## config.mk

```make
export PLATFORM = sky130hd
export DESIGN_NAME = rf_wr_arbiter
export DESIGN_NICKNAME = d
export VERILOG_FILES = /design/src/rtl/rf_wr_arbiter.sv
export SDC_FILE = /design/constraint.sdc
export NUM_CORES = 1
export LEC_CHECK = 0
export BUFFER_PORTS_ARGS = -buffer_cell sky130_fd_sc_hd__buf_2
export CELL_PAD_IN_SITES_DETAIL_PLACEMENT = 1
export CELL_PAD_IN_SITES_GLOBAL_PLACEMENT = 2
export CORE_AREA = 2 2 122 124
export DETAILED_ROUTE_END_ITERATION = 10
export DIE_AREA = 0 0 124 126
export PLACE_DENSITY = 0.88
export SKIP_CTS_REPAIR_TIMING = 1
export SKIP_LAST_GASP = 1
export SLEW_MARGIN = 20
export SYNTH_ARGS = -nofsm -noshare
export SYNTH_HDL_FRONTEND = slang
export SYNTH_SLANG_ARGS = --single-unit
```

## constraint.sdc

```tcl
create_clock -name clk -period 1.5 [get_ports clk]
set_input_delay 0.225 -clock clk [delete_from_list [all_inputs] [get_ports clk]]
set_output_delay 0.225 -clock clk [all_outputs]
set_load 0.02 [all_outputs]
```

## src/rtl/rf_wr_arbiter.sv

```systemverilog
// rtl/rf_wr_arbiter.sv - two-requester write-port arbiter and read bypass for RegisterFile
//
// Shares the single RegisterFile write port between two write-back
// requesters (0: ALU result, 1: load result). Arbitration is round-robin
// with a valid/ready handshake, and the write controls come from a
// registered stage.
//
// Optional feature macro: RF_ARB_FWD_EN
//   defined   : an in-flight write (wrtEn) whose index matches a read index
//               is forwarded onto that read path (dOutN = dIn).
//   undefined : dOutN = rfOutN; the datapath must not read an index until
//               the cycle after its write commits.
//
// Ports:
//   clk, rst_n              clock, asynchronous active-low reset
//   hold                    suppresses all grants for the cycle
//   reqN_valid/ready        requester N handshake (ready is combinational)
//   reqN_ind/data           requester N destination index / write data
//   wrtEn, wrtInd, dIn      registered write controls to RegisterFile
//   rdInd0/1, rfOut0/1      read indices and raw RegisterFile read data
//   dOut0/1                 resolved read data to the datapath

module rf_wr_arbiter #(
  parameter int DBITS = 32,
  parameter int ABITS = 4
) (
  input  logic             clk,
  input  logic             rst_n,
  input  logic             hold,
  input  logic             req0_valid,
  output logic             req0_ready,
  input  logic [ABITS-1:0] req0_ind,
  input  logic [DBITS-1:0] req0_data,
  input  logic             req1_valid,
  output logic             req1_ready,
  input  logic [ABITS-1:0] req1_ind,
  input  logic [DBITS-1:0] req1_data,
  output logic             wrtEn,
  output logic [ABITS-1:0] wrtInd,
  output logic [DBITS-1:0] dIn,
  input  logic [ABITS-1:0] rdInd0,
  input  logic [ABITS-1:0] rdInd1,
  input  logic [DBITS-1:0] rfOut0,
  input  logic [DBITS-1:0] rfOut1,
  output logic [DBITS-1:0] dOut0,
  output logic [DBITS-1:0] dOut1
);

  // Priority pointer: names the requester that wins a tie.
  typedef enum logic {
    PRI0 = 1'b0,
    PRI1 = 1'b1
  } ptr_t;

  ptr_t ptr;
  ptr_t ptr_nxt;

  // ---------------------------------------------------------------------
  // State register
  // ---------------------------------------------------------------------
  always_ff @(posedge clk or negedge rst_n) begin
    if (!rst_n) begin
      ptr <= PRI0;
    end else begin
      ptr <= ptr_nxt;
    end
  end

  // ---------------------------------------------------------------------
  // Next-state logic: the pointer passes priority to the other requester
  // after every grant, and stays put when nothing is granted (idle or hold).
  // ---------------------------------------------------------------------
  always_comb begin
    ptr_nxt = ptr;
    if (req0_ready) begin
      ptr_nxt = PRI1;
    end else if (req1_ready) begin
      ptr_nxt = PRI0;
    end
  end

  // ---------------------------------------------------------------------
  // Output logic: grants. rst_n is folded in so no ready can escape while
  // reset is asserted, even though the pointer is already PRI0 then.
  // A lone requester wins regardless of the pointer; the pointer only
  // breaks ties, so the two readies are mutually exclusive.
  // ---------------------------------------------------------------------
  always_comb begin
    req0_ready = 1'b0;
    req1_ready = 1'b0;
    if (rst_n && !hold) begin
      req0_ready = req0_valid && (!req1_valid || (ptr == PRI0));
      req1_ready = req1_valid && (!req0_valid || (ptr == PRI1));
    end
  end

  // ---------------------------------------------------------------------
  // Write stage. Index and data hold their previous values when idle so
  // the bus does not toggle needlessly; only wrtEn qualifies them.
  // Reset clears wrtEn asynchronously, which drops any in-flight write.
  // ---------------------------------------------------------------------
  always_ff @(posedge clk or negedge rst_n) begin
    if (!rst_n) begin
      wrtEn  <= 1'b0;
      wrtInd <= '0;
      dIn    <= '0;
    end else if (req0_ready) begin
      wrtEn  <= 1'b1;
      wrtInd <= req0_ind;
      dIn    <= req0_data;
    end else if (req1_ready) begin
      wrtEn  <= 1'b1;
      wrtInd <= req1_ind;
      dIn    <= req1_data;
    end else begin
      wrtEn  <= 1'b0;
    end
  end

  // ---------------------------------------------------------------------
  // Read resolution.
  // ---------------------------------------------------------------------
`ifdef RF_ARB_FWD_EN
  // The stage's write lands in the file at the end of the wrtEn cycle, so
  // a same-cycle read would otherwise see the old word (or depend on the
  // file's read/write ordering). Forwarding dIn removes that dependence.
  always_comb begin
    dOut0 = rfOut0;
    dOut1 = rfOut1;
    if (wrtEn && (wrtInd == rdInd0)) begin
      dOut0 = dIn;
    end
    if (wrtEn && (wrtInd == rdInd1)) begin
      dOut1 = dIn;
    end
  end
`else
  always_comb begin
    dOut0 = rfOut0;
    dOut1 = rfOut1;
  end
`endif

endmodule

```

==> Yosys cells after proc, flatten, opt, wreduce, memory -nomap -nowiden <==
Index checks and enable logic that the tools add are counted.
Widths: inputs -> output; s select.
{ "totals": {"romBits": 0, "output_inout_bits": 103, "ram_bits": 0, "elab_cells": 24, "n_memories": 0, "latch_bits": 0, "register_bits": 38, "inputBits": 149} }
{ "classes": {"order_cmp": 0, "reduce_logical": 9, "div": 0, "n_addsub": 0, "eq_ne": 0, "shifts": 0, "bitwise_logic": 1, "mux": 10, "multipliers": 0} }
{ "op_table": {"columns": ["cell", "n"], "rows": [
  ["$mux 32", 2],
  ["$mux 4", 2],
  ["$mux 1", 6],
  ["$logic_and 1x1->1", 3],
  ["$logic_not 1->1", 3],
  ["$logic_or 1x1->1", 2],
  ["$reduce_bool 2->1", 1],
  ["$not 1->1", 1]
]} }

==> Longest topological paths before layout <==
Gate-level depths: netlist (run 1).
{ "depth": {"depth_word": 6, "mapped_depth": 5, "depth_no_buf": 3} }

==> Worst setup path after synthesis (run 1) <==
OpenSTA, ideal clock, no wires.
{ "synth_path": {"path_kind": "input -> register", "startpoint": "input hold", "endpoint": "register ptr", "path_buffers": 2, "cell_stages": 5, "path_slack_ns": 0.007, "setup_ns": 0.150, "arrival_time_ns": 1.343, "required_time_ns": 1.350, "path_cell_list": "nand2b_1 > buf_2 > buf_2 > a211oi_1 > o21ai_1"} }
{ "synth_via": {"elab_chain_cells": 4, "elab_cells_between_ends": 6, "classes_between": "mux (3); reduce/logical (3)"} }
{ "synth_lines": {"columns": ["element", "line", "source"], "rows": [
  ["start, declared", "29", "input logic hold,"],
  ["$logic_not 1->1", "91", "if (rst_n && !hold) begin"],
  ["$logic_and 1x1->1", "91", null],
  ["$mux 1", "91", null],
  ["net req1_ready", "35", "output logic req1_ready,"],
  ["$reduce_bool 2->1 (no source line)", null, null],
  ["end signal, assigned", "65", "ptr <= ptr_nxt;"],
  ["end, declared", "55", "ptr_t ptr;"]
]} }
The timed path passes the listed nets, and every way through them passes these cells.
A chain may end at the register's enable or synchronous reset.

==> Worst setup path after layout (run 1) <==
{ "layout_path": {"startpoint": "register ptr", "endpoint": "output req0_ready"} }
{ "layout_via": {"elab_chain_cells": 4} }
{ "layout_lines": {"columns": ["element", "line", "source"], "rows": [
  ["$not 1->1", "92", "req0_ready = req0_valid && (!req1_valid || (ptr == PRI0));"],
  ["$logic_or 1x1->1", "92", null],
  ["$logic_and 1x1->1", "92", null],
  ["$mux 1", "91", null],
  ["end, declared", "31", "output logic req0_ready,"]
]} }
Every way passes these cells.

==> impl_metrics.yaml, run 1 <==
status:
  run_status: "finished clean"
cts:
  cts_tree: "done"
  clkTransAtPathRegs_ns: 0.06
  cts_buffers: 5
  clockBufferDepth: 2
  clock_sinks: 38
  clk_latency_ns: 0.28
  h-tree-depth: 2
  cts_root_buffer: "clkbuf_16"
global_route:
  antenna_found_initial: 1
  grt.overflow.total: 0
  grt_max_degree: 39
  grt_pass1_wl_mm: 13.65
  grt_pass1_vias: 2336
  track_usage_pct: 11.65
layout:
  final-seq-area_um2: 950.9
  final_cell_mix: "buf_2, dfrtp_1, nor3b_1, a221o_1, and4_1"
  finalNetCount: 450
  final_layout_size_suffix_gt1_share_pct: 50.33
  final_cells: 487
  multi_input_area_mm2: 0.001045
  area_growth_pct: 21.90
  post-route-util_pct: 22.72
  fill_cells: 1667
  final_common_cell: "buf_2"
  final_cell_area_mm2: 0.003252
sta:
  period_needed_ns: 1.420
  hold_viol_final: 0
  slew_headroom_pct: 64.52
  skew_ns: 0.005125
  setup_tns_ns: 0
  fmax_ghz: 0.7041
  setup_viol: 0
  period_share_pct: 94.68
  tightest_slew_ns: 0.5323
  drv_slew: 0
  rsz0062_at_grt: "no"
  worst_slack_ns: 0.07979
  hold_slack_ns: 0.1744
detailed_routing:
  final_antenna_net_count: 0
  dr.pass1.iters: 4
  wl_per_cell_um: 19.19
  totalWireLength_mm: 9.346
  drc_errors: 0
  via_per_inst: 4.491
  drt_iter0_markers: 72
  vias: 2187
die:
  num_rows: 44
  pin_count: 252
  die_h_um: 126
  core_area_mm2: 0.01431
  die_area_mm2: 0.01562
  die_w_um: 124
  initial_core_util_pct: 18.64
synth:
  synth_cell_types: 19
  syn_nets: 396
  avgSynthCellArea_um2: 10.80
  yosysSeqAreaShare_pct: 35.65
  netlist_area_mm2: 0.002668
  synth_warnings: 0
  ys_seq_elements: 38
  synthCells: 247
power_and_ir_drop:
  p_leak_nw: 1.490
  p_total_mw: 3.666
  p_per_area_mw_per_mm2: 1127
  peakVddDrop_v: 0.0003044
place:
  dp.cells: 473
  dp_slack_ns: 0.02355
  gp_congestion: 0.7459
  dp_hpwl_mm: 6.560
  placed_cell_area_mm2: 0.003019
  port-buffer-count: 115
flow_run:
  maxCapViolations: 0
critical_path:
  end_kind: "primary output"
  start_kind: "register"
  cp.required_ns: 1.27
  cp.arrival_ns: 1.20
  r2r_slack_ns: 0.10
  cp_max_fo: 5
  path_class: "register to primary output"
hold_path:
  hold_path.class: "input port to asynchronous set/reset pin"
## flip-flops by register name (all words and copies together), names as in the netlist
name	count
dIn	32
wrtInd	4
ptr	1
wrtEn	1
## path summary, 6_finish.rpt
| check | endpoint | cells after the start | startpoint |
|---|---|---|---|
| min in group clk | dIn[28]$_DFFE_PN0P_ | 3 | req0_data[28] |
| max in group asynchronous | dIn[0]$_DFFE_PN0P_ | 3 | rst_n |
| hold reg to reg | dIn[1]$_DFFE_PN0P_ | 1 | dIn[1]$_DFFE_PN0P_ |
| setup / recovery | req0_ready | 5 | ptr$_DFFE_PN0P_ |
| hold / removal | dIn[12]$_DFFE_PN0P_ | 3 | rst_n |
| setup reg to reg | dIn[7]$_DFFE_PN0P_ | 5 | ptr$_DFFE_PN0P_ |
## power breakdown
| group | leakage (nW) | internal [mW] | switching (mW) |
|---|---|---|---|
| combinational | 0.949 | 0.487 | 0.620 |
| clock | 0.0836 | 0.779 | 0.441 |
| sequential | 0.458 | 1.22 | 0.118 |
## cell families after synthesis
family | share of synthesized area [%]
AO/OA/AOI/OAI | 14.59
buffers and inverters | 25.47
flip-flops | 35.65
AND/OR/NAND/NOR | 24.30
## cell usage after synthesis
master	number	area share, %
buf_6	10	4.2
inv_1	4	0.56
o21ai_4	1	0.61
nor2_4	1	0.42
nor3b_1	36	10
clkbuf_2	2	0.38
nand3_4	1	0.66
and4_1	35	11
nor2b_4	1	0.52
a211oi_1	1	0.28
dfrtp_1	38	36
a221o_1	36	14
clkbuf_1	3	0.42
buf_2	10	1.9
o21ai_1	1	0.19
nand2_4	1	0.42
buf_4	64	18
nand2b_1	1	0.23
and4_4	1	0.42
## cell type report
cell class	count	share of cell area (%)
multi-input combinational	116	32.13
inverter	4	0.4617
sequential	38	29.24
tap	184	7.080
clock buffer	5	3.848
timing repair buffer	136	25.93
clock inverter	3	1.231
antenna	1	0.07695
## layer usage
| metal | global-route usage [%] | wire (um) | up-vias |
|---|---|---|---|
| met5 | 0 | 0 | - |
| met4 | 5.552 | 312 | 0 |
| met3 | 3.034 | 729 | 42 |
| met2 | 19.55 | 4563 | 96 |
| met1 | 13.70 | 3740 | 1059 |
| li1 | - | - | 990 |
## critical path: stages, from the launching register on
cell	delay, ns
dfrtp_1	0.41
nand2_4	0.10
nand3_4	0.08
buf_12	0.15
inv_1	0.04
buf_4	0.13
Power figures use the tool's default switching activity.
==> run 2, diff against run 1 <==
--- a/config.mk
+++ b/config.mk
@@ -11,6 +11,7 @@
 export CORE_AREA = 2 2 122 124
 export DETAILED_ROUTE_END_ITERATION = 10
 export DIE_AREA = 0 0 124 126
+export GPL_ROUTABILITY_DRIVEN = 0
 export PLACE_DENSITY = 0.88
 export SKIP_CTS_REPAIR_TIMING = 1
 export SKIP_LAST_GASP = 1
==> constraint.sdc (replaced) <==
create_clock -name clk -period 1.5 [get_ports clk]
set_input_delay 0.3 -clock clk [delete_from_list [all_inputs] [get_ports clk]]
set_output_delay 0.3 -clock clk [all_outputs]
set_load 0.02 [all_outputs]
==> impl_metrics.yaml, run 2 (synthesis results as in run 1) <==
status:
  run_status: "finished clean"
detailed_routing:
  wl_per_cell_um: 18.91
  via_per_inst: 4.513
  drc_errors: 0
  totalWireLength_mm: 9.171
  dr.pass1.iters: 4
  drt_iter0_markers: 67
  vias: 2189
  final_antenna_net_count: 0
critical_path:
  r2r_cells: 5
  cp_max_fo: 2
  cp_cell_sequence: "inv_2, a211oi_2, buf_4"
  start_kind: "register"
  crit_slowest_cell: "dfrtp_1"
  critical_path.max_stage_delay_ns: 0.41
  end_kind: "primary output"
  path_class: "register to primary output"
  cp-startpoint: "ptr$_DFFE_PN0P_"
  rr_endpoint: "dIn[4]$_DFFE_PN0P_"
  r2r_slack_ns: 0.10
  r2r_start: "ptr$_DFFE_PN0P_"
  cp.arrival_ns: 1.18
  cp.required_ns: 1.20
global_route:
  grt_pass1_vias: 2369
  grt_pass1_wl_mm: 13.68
  grt.overflow.total: 0
  grt_max_degree: 39
  track_usage_pct: 11.80
  antenna_found_initial: 1
sta:
  rsz0062_at_grt: "yes"
  tightest_slew_ns: 0.5357
  period_needed_ns: 1.476
  slew_headroom_pct: 64.29
  period_share_pct: 98.43
  drv_slew: 0
  hold_slack_ns: 0.1835
  worst_slack_ns: 0.02355
  skew_ns: 0.003900
  fmax_ghz: 0.6773
  hold_viol_final: 0
  setup_viol: 0
die:
  die_area_mm2: 0.01562
  die_h_um: 126
  pin_count: 252
  initial_core_util_pct: 18.64
  die_w_um: 124
  num_rows: 44
  core_area_mm2: 0.01431
cts:
  clock_sinks: 38
  clockBufferDepth: 2
  cts_tree: "done"
  h-tree-depth: 2
  clkTransAtPathRegs_ns: 0.06
  cts_buffers: 5
  cts_root_buffer: "clkbuf_16"
  clk_latency_ns: 0.28
flow_run:
  maxCapViolations: 0
power_and_ir_drop:
  clockPowerShare_pct: 29.4
  p_sw_mw: 1.148
  p_per_area_mw_per_mm2: 1077
  p_total_mw: 3.466
  peakVddDrop_v: 0.0002975
  p_leak_nw: 1.468
  seqPwrFrac_pct: 38.7
  power_switching_share_pct: 33.12
  share_comb_of_total_power_pct: 31.9
  intPower_mw: 2.318
layout:
  regMostFlops: "dIn"
  final_common_cell: "buf_2"
  largest_reg_flops: 32
  final_cell_mix: "buf_2, dfrtp_1, nor3b_1, a221o_1, and4_1"
  final_layout_size_suffix_gt1_share_pct: 50.00
  finalNetCount: 449
  final_cell_area_mm2: 0.003219
  area_growth_pct: 20.68
  fill_cells: 1669
  top_regs: "dIn x32, wrtInd x4"
place:
  port-buffer-count: 115
  dp_slack_ns: -0.09079
  placed_cell_area_mm2: 0.003044
  dp_hpwl_mm: 6.920
hold_path:
  hold_path.class: "input port to asynchronous set/reset pin"
[run 2: cell count changes in the layout (fill, tap and decap cells not counted)]
cell / delta
buf_12: +2
buf_4: -2
bufinv_16: -1
clkbuf_1: +2
clkbuf_16: -1
clkinv_2: -2
inv_1: -2
inv_2: +2
[run 2: worst max-delay path: cells and delay by family (launching register included)]
kind            cells  cell delay, ns
compound gates      1            0.24
flops               1            0.41
buf+inv             2            0.25
[run 2: final cells by class]
type	instances	area, um2	share of cell area, %
diodes	1	2.502	0.07773
repair buffers	135	843.3	26.20
multi-input cells	116	1045	32.45
inverters	4	15.01	0.4664
flip-flops and latches	38	950.9	29.54
clock buffers	7	132.6	4.120
well taps	184	230.2	7.151
[run 2: power groups by stage]
stage,clock [mW],combinational [mW],sequential (mW)
global placement,0,1.08,1.35
CTS,1.07,1.11,1.34
finish,1.02,1.11,1.34
global route,1.11,1.20,1.37
floorplan,0,0.640,1.58
detailed placement,0,1.11,1.36
[run 2: routing by layer]
layer | up-vias | global-route usage (%) | part of all wire, %
li1 | 985 | - | -
met1 | 1063 | 13.72 | 40
met2 | 107 | 19.91 | 49
met3 | 34 | 3.578 | 8.3
met4 | 0 | 5.023 | 2.8
met5 | - | 0 | 0
[run 2: stage by stage]
stage | utilization (%) | std cells | TNS (ns)
floorplan | - | 247 | 0
global placement | 21.27 | 474 | -0.2675
detailed placement | 21.27 | 474 | -2.420
CTS | 22.19 | 481 | -0.05181
global route | 22.47 | 484 | -0.02420
finish | 22.49 | 485 | 0
[run 2: worst max-delay path by stage]
stage                                  to  slack [ns]  cells past startpoint
floorplan                      req1_ready        0.10                      4
CTS                            req1_ready       -0.05                      3
global route                   req1_ready       -0.02                      3
finish                         req1_ready        0.02                      3
detailed placement  wrtInd[0]$_DFFE_PN0P_       -0.09                      5
global placement    wrtInd[3]$_DFFE_PN0P_       -0.01                      5
==> run 3, diff against run 2 <==
--- a/config.mk
+++ b/config.mk
@@ -8,11 +8,11 @@
 export BUFFER_PORTS_ARGS = -buffer_cell sky130_fd_sc_hd__buf_2
 export CELL_PAD_IN_SITES_DETAIL_PLACEMENT = 1
 export CELL_PAD_IN_SITES_GLOBAL_PLACEMENT = 2
-export CORE_AREA = 2 2 122 124
+export CORE_AREA = 2 2 116 118
 export DETAILED_ROUTE_END_ITERATION = 10
-export DIE_AREA = 0 0 124 126
+export DIE_AREA = 0 0 118 120
 export GPL_ROUTABILITY_DRIVEN = 0
-export PLACE_DENSITY = 0.88
+export PLACE_DENSITY = 0.95
 export SKIP_CTS_REPAIR_TIMING = 1
 export SKIP_LAST_GASP = 1
 export SLEW_MARGIN = 20
==> constraint.sdc (replaced) <==
create_clock -name clk -period 1.81 [get_ports clk]
set_input_delay 0.362 -clock clk [delete_from_list [all_inputs] [get_ports clk]]
set_output_delay 0.362 -clock clk [all_outputs]
set_load 0.02 [all_outputs]
==> impl_metrics.yaml, run 3 (synthesis results as in run 1) <==
status:
  run_status: "finished clean"
critical_path:
  end_kind: "primary output"
  start_kind: "register"
  cp_max_fo: 2
  cp-startpoint: "ptr$_DFFE_PN0P_"
  r2r_start: "ptr$_DFFE_PN0P_"
  cp.arrival_ns: 1.32
  path_class: "register to primary output"
  cp.required_ns: 1.45
die:
  die_area_mm2: 0.01416
  die_h_um: 120
  core_area_mm2: 0.01298
  pin_count: 252
  num_rows: 42
  initial_core_util_pct: 20.55
  die_w_um: 118
layout:
  finalNetCount: 444
  final_cell_area_mm2: 0.003094
  largest_reg_flops: 32
  area_growth_pct: 15.99
  final_layout_size_suffix_gt1_share_pct: 48.99
  regMostFlops: "dIn"
  final_common_cell: "buf_2"
  final_cell_mix: "buf_2, dfrtp_1, nor3b_1, a221o_1, and4_1"
  post-route-util_pct: 23.84
  top_regs: "dIn x32, wrtInd x4"
sta:
  drv_slew: 0
  setup_tns_ns: 0
  setup_viol: 0
  period_share_pct: 92.93
  slew_headroom_pct: 70.24
  hold_viol_final: 0
  fmax_ghz: 0.5945
  tightest_slew_ns: 0.4463
  rsz0062_at_grt: "no"
  worst_slack_ns: 0.1279
  period_needed_ns: 1.682
  skew_ns: 0.01062
place:
  dp_hpwl_mm: 6.307
  placed_cell_area_mm2: 0.002927
  port-buffer-count: 115
  dp_slack_ns: 0.1892
global_route:
  grt_max_degree: 34
  antenna_found_initial: 1
  grt_pass1_vias: 2374
  grt.overflow.total: 0
  track_usage_pct: 12.03
  grt_pass1_wl_mm: 13.31
power_and_ir_drop:
  seqPwrFrac_pct: 37.2
  p_total_mw: 2.982
  p_sw_mw: 0.9586
  p_leak_nw: 1.423
  p_per_area_mw_per_mm2: 963.6
  intPower_mw: 2.023
  share_comb_of_total_power_pct: 28.9
  clockPowerShare_pct: 33.8
  peakVddDrop_v: 0.0003094
  power_switching_share_pct: 32.15
detailed_routing:
  dr.pass1.iters: 4
  via_per_inst: 4.649
  totalWireLength_mm: 8.571
  drt_iter0_markers: 78
  drc_errors: 0
  wl_per_cell_um: 18.12
  vias: 2199
  final_antenna_net_count: 0
hold_path:
  hold_path.class: "input port to asynchronous set/reset pin"
cts:
  cts_buffers: 5
  clk_latency_ns: 0.29
  cts_root_buffer: "clkbuf_16"
  clockBufferDepth: 2
  clkTransAtPathRegs_ns: 0.07
  clock_sinks: 38
  cts_tree: "done"
  h-tree-depth: 2
flow_run:
  maxCapViolations: 0
## run 3: cell types whose count changed in the layout (fill, tap and decap cells not counted), sizes merged
| cell | before | now |
|---|---|---|
| clkinv | 0 | 2 |
| buf | 135 | 130 |
| clkbuf | 7 | 5 |
| bufinv | 0 | 1 |
## run 3: per-stage QoR
stage / hold WS [ns] / cells
3_3_place_gp: 0.3699 / 464
2_1_floorplan: 0.06641 / 247
5_1_grt: 0.07092 / 472
3_5_place_dp: 0.3727 / 464
4_1_cts: 0.06347 / 472
6_report: 0.06339 / 473
## run 3: final cells by class
type                       count  area, um2
fill                        1534       9886
multi-input combinational    116       1040
sequential                    38      950.9
timing repair buffer         130      700.7
tap                          176      220.2
clock buffer                   5      125.1
clock inverter                 3      40.04
inverter                       4      15.01
antenna                        1      2.502
## run 3: critical path: stages (launching register included)
cell and delay (ns):
dfrtp_1 0.40, inv_1 0.07, a211oi_1 0.32, buf_2 0.24
## run 3: path summary, 6_finish.rpt
| path | cells past startpoint | to | slack (ns) |
|---|---|---|---|
| setup / recovery | 3 | req1_ready | 0.13 |
| hold / removal | 2 | dIn[20]$_DFFE_PN0P_ | 0.06 |
| setup reg to reg | 4 | dIn[28]$_DFFE_PN0P_ | 0.34 |
| hold reg to reg | 1 | wrtInd[3]$_DFFE_PN0P_ | 0.51 |
| max in group asynchronous | 2 | wrtInd[2]$_DFFE_PN0P_ | 1.27 |
| min in group clk | 3 | dIn[21]$_DFFE_PN0P_ | 0.44 |
## run 3: metal layers
layer / up-vias / part of all wire, % / track usage, %
li1: 976 / - / -
met1: 1093 / 40 / 13.70
met2: 103 / 50 / 20.78
met3: 27 / 7.2 / 3.375
met4: 0 / 2.6 / 5.798
met5: - / 0 / 0
## run 3: power groups by stage
| stage | clock [mW] | combinational, mW | sequential, mW |
|---|---|---|---|
| floorplan | 0 | 0.528 | 1.31 |
| global placement | 0 | 0.855 | 1.12 |
| detailed placement | 0 | 0.880 | 1.12 |
| CTS | 1.04 | 0.879 | 1.11 |
| global route | 1.08 | 0.931 | 1.13 |
| finish | 1.01 | 0.862 | 1.11 |
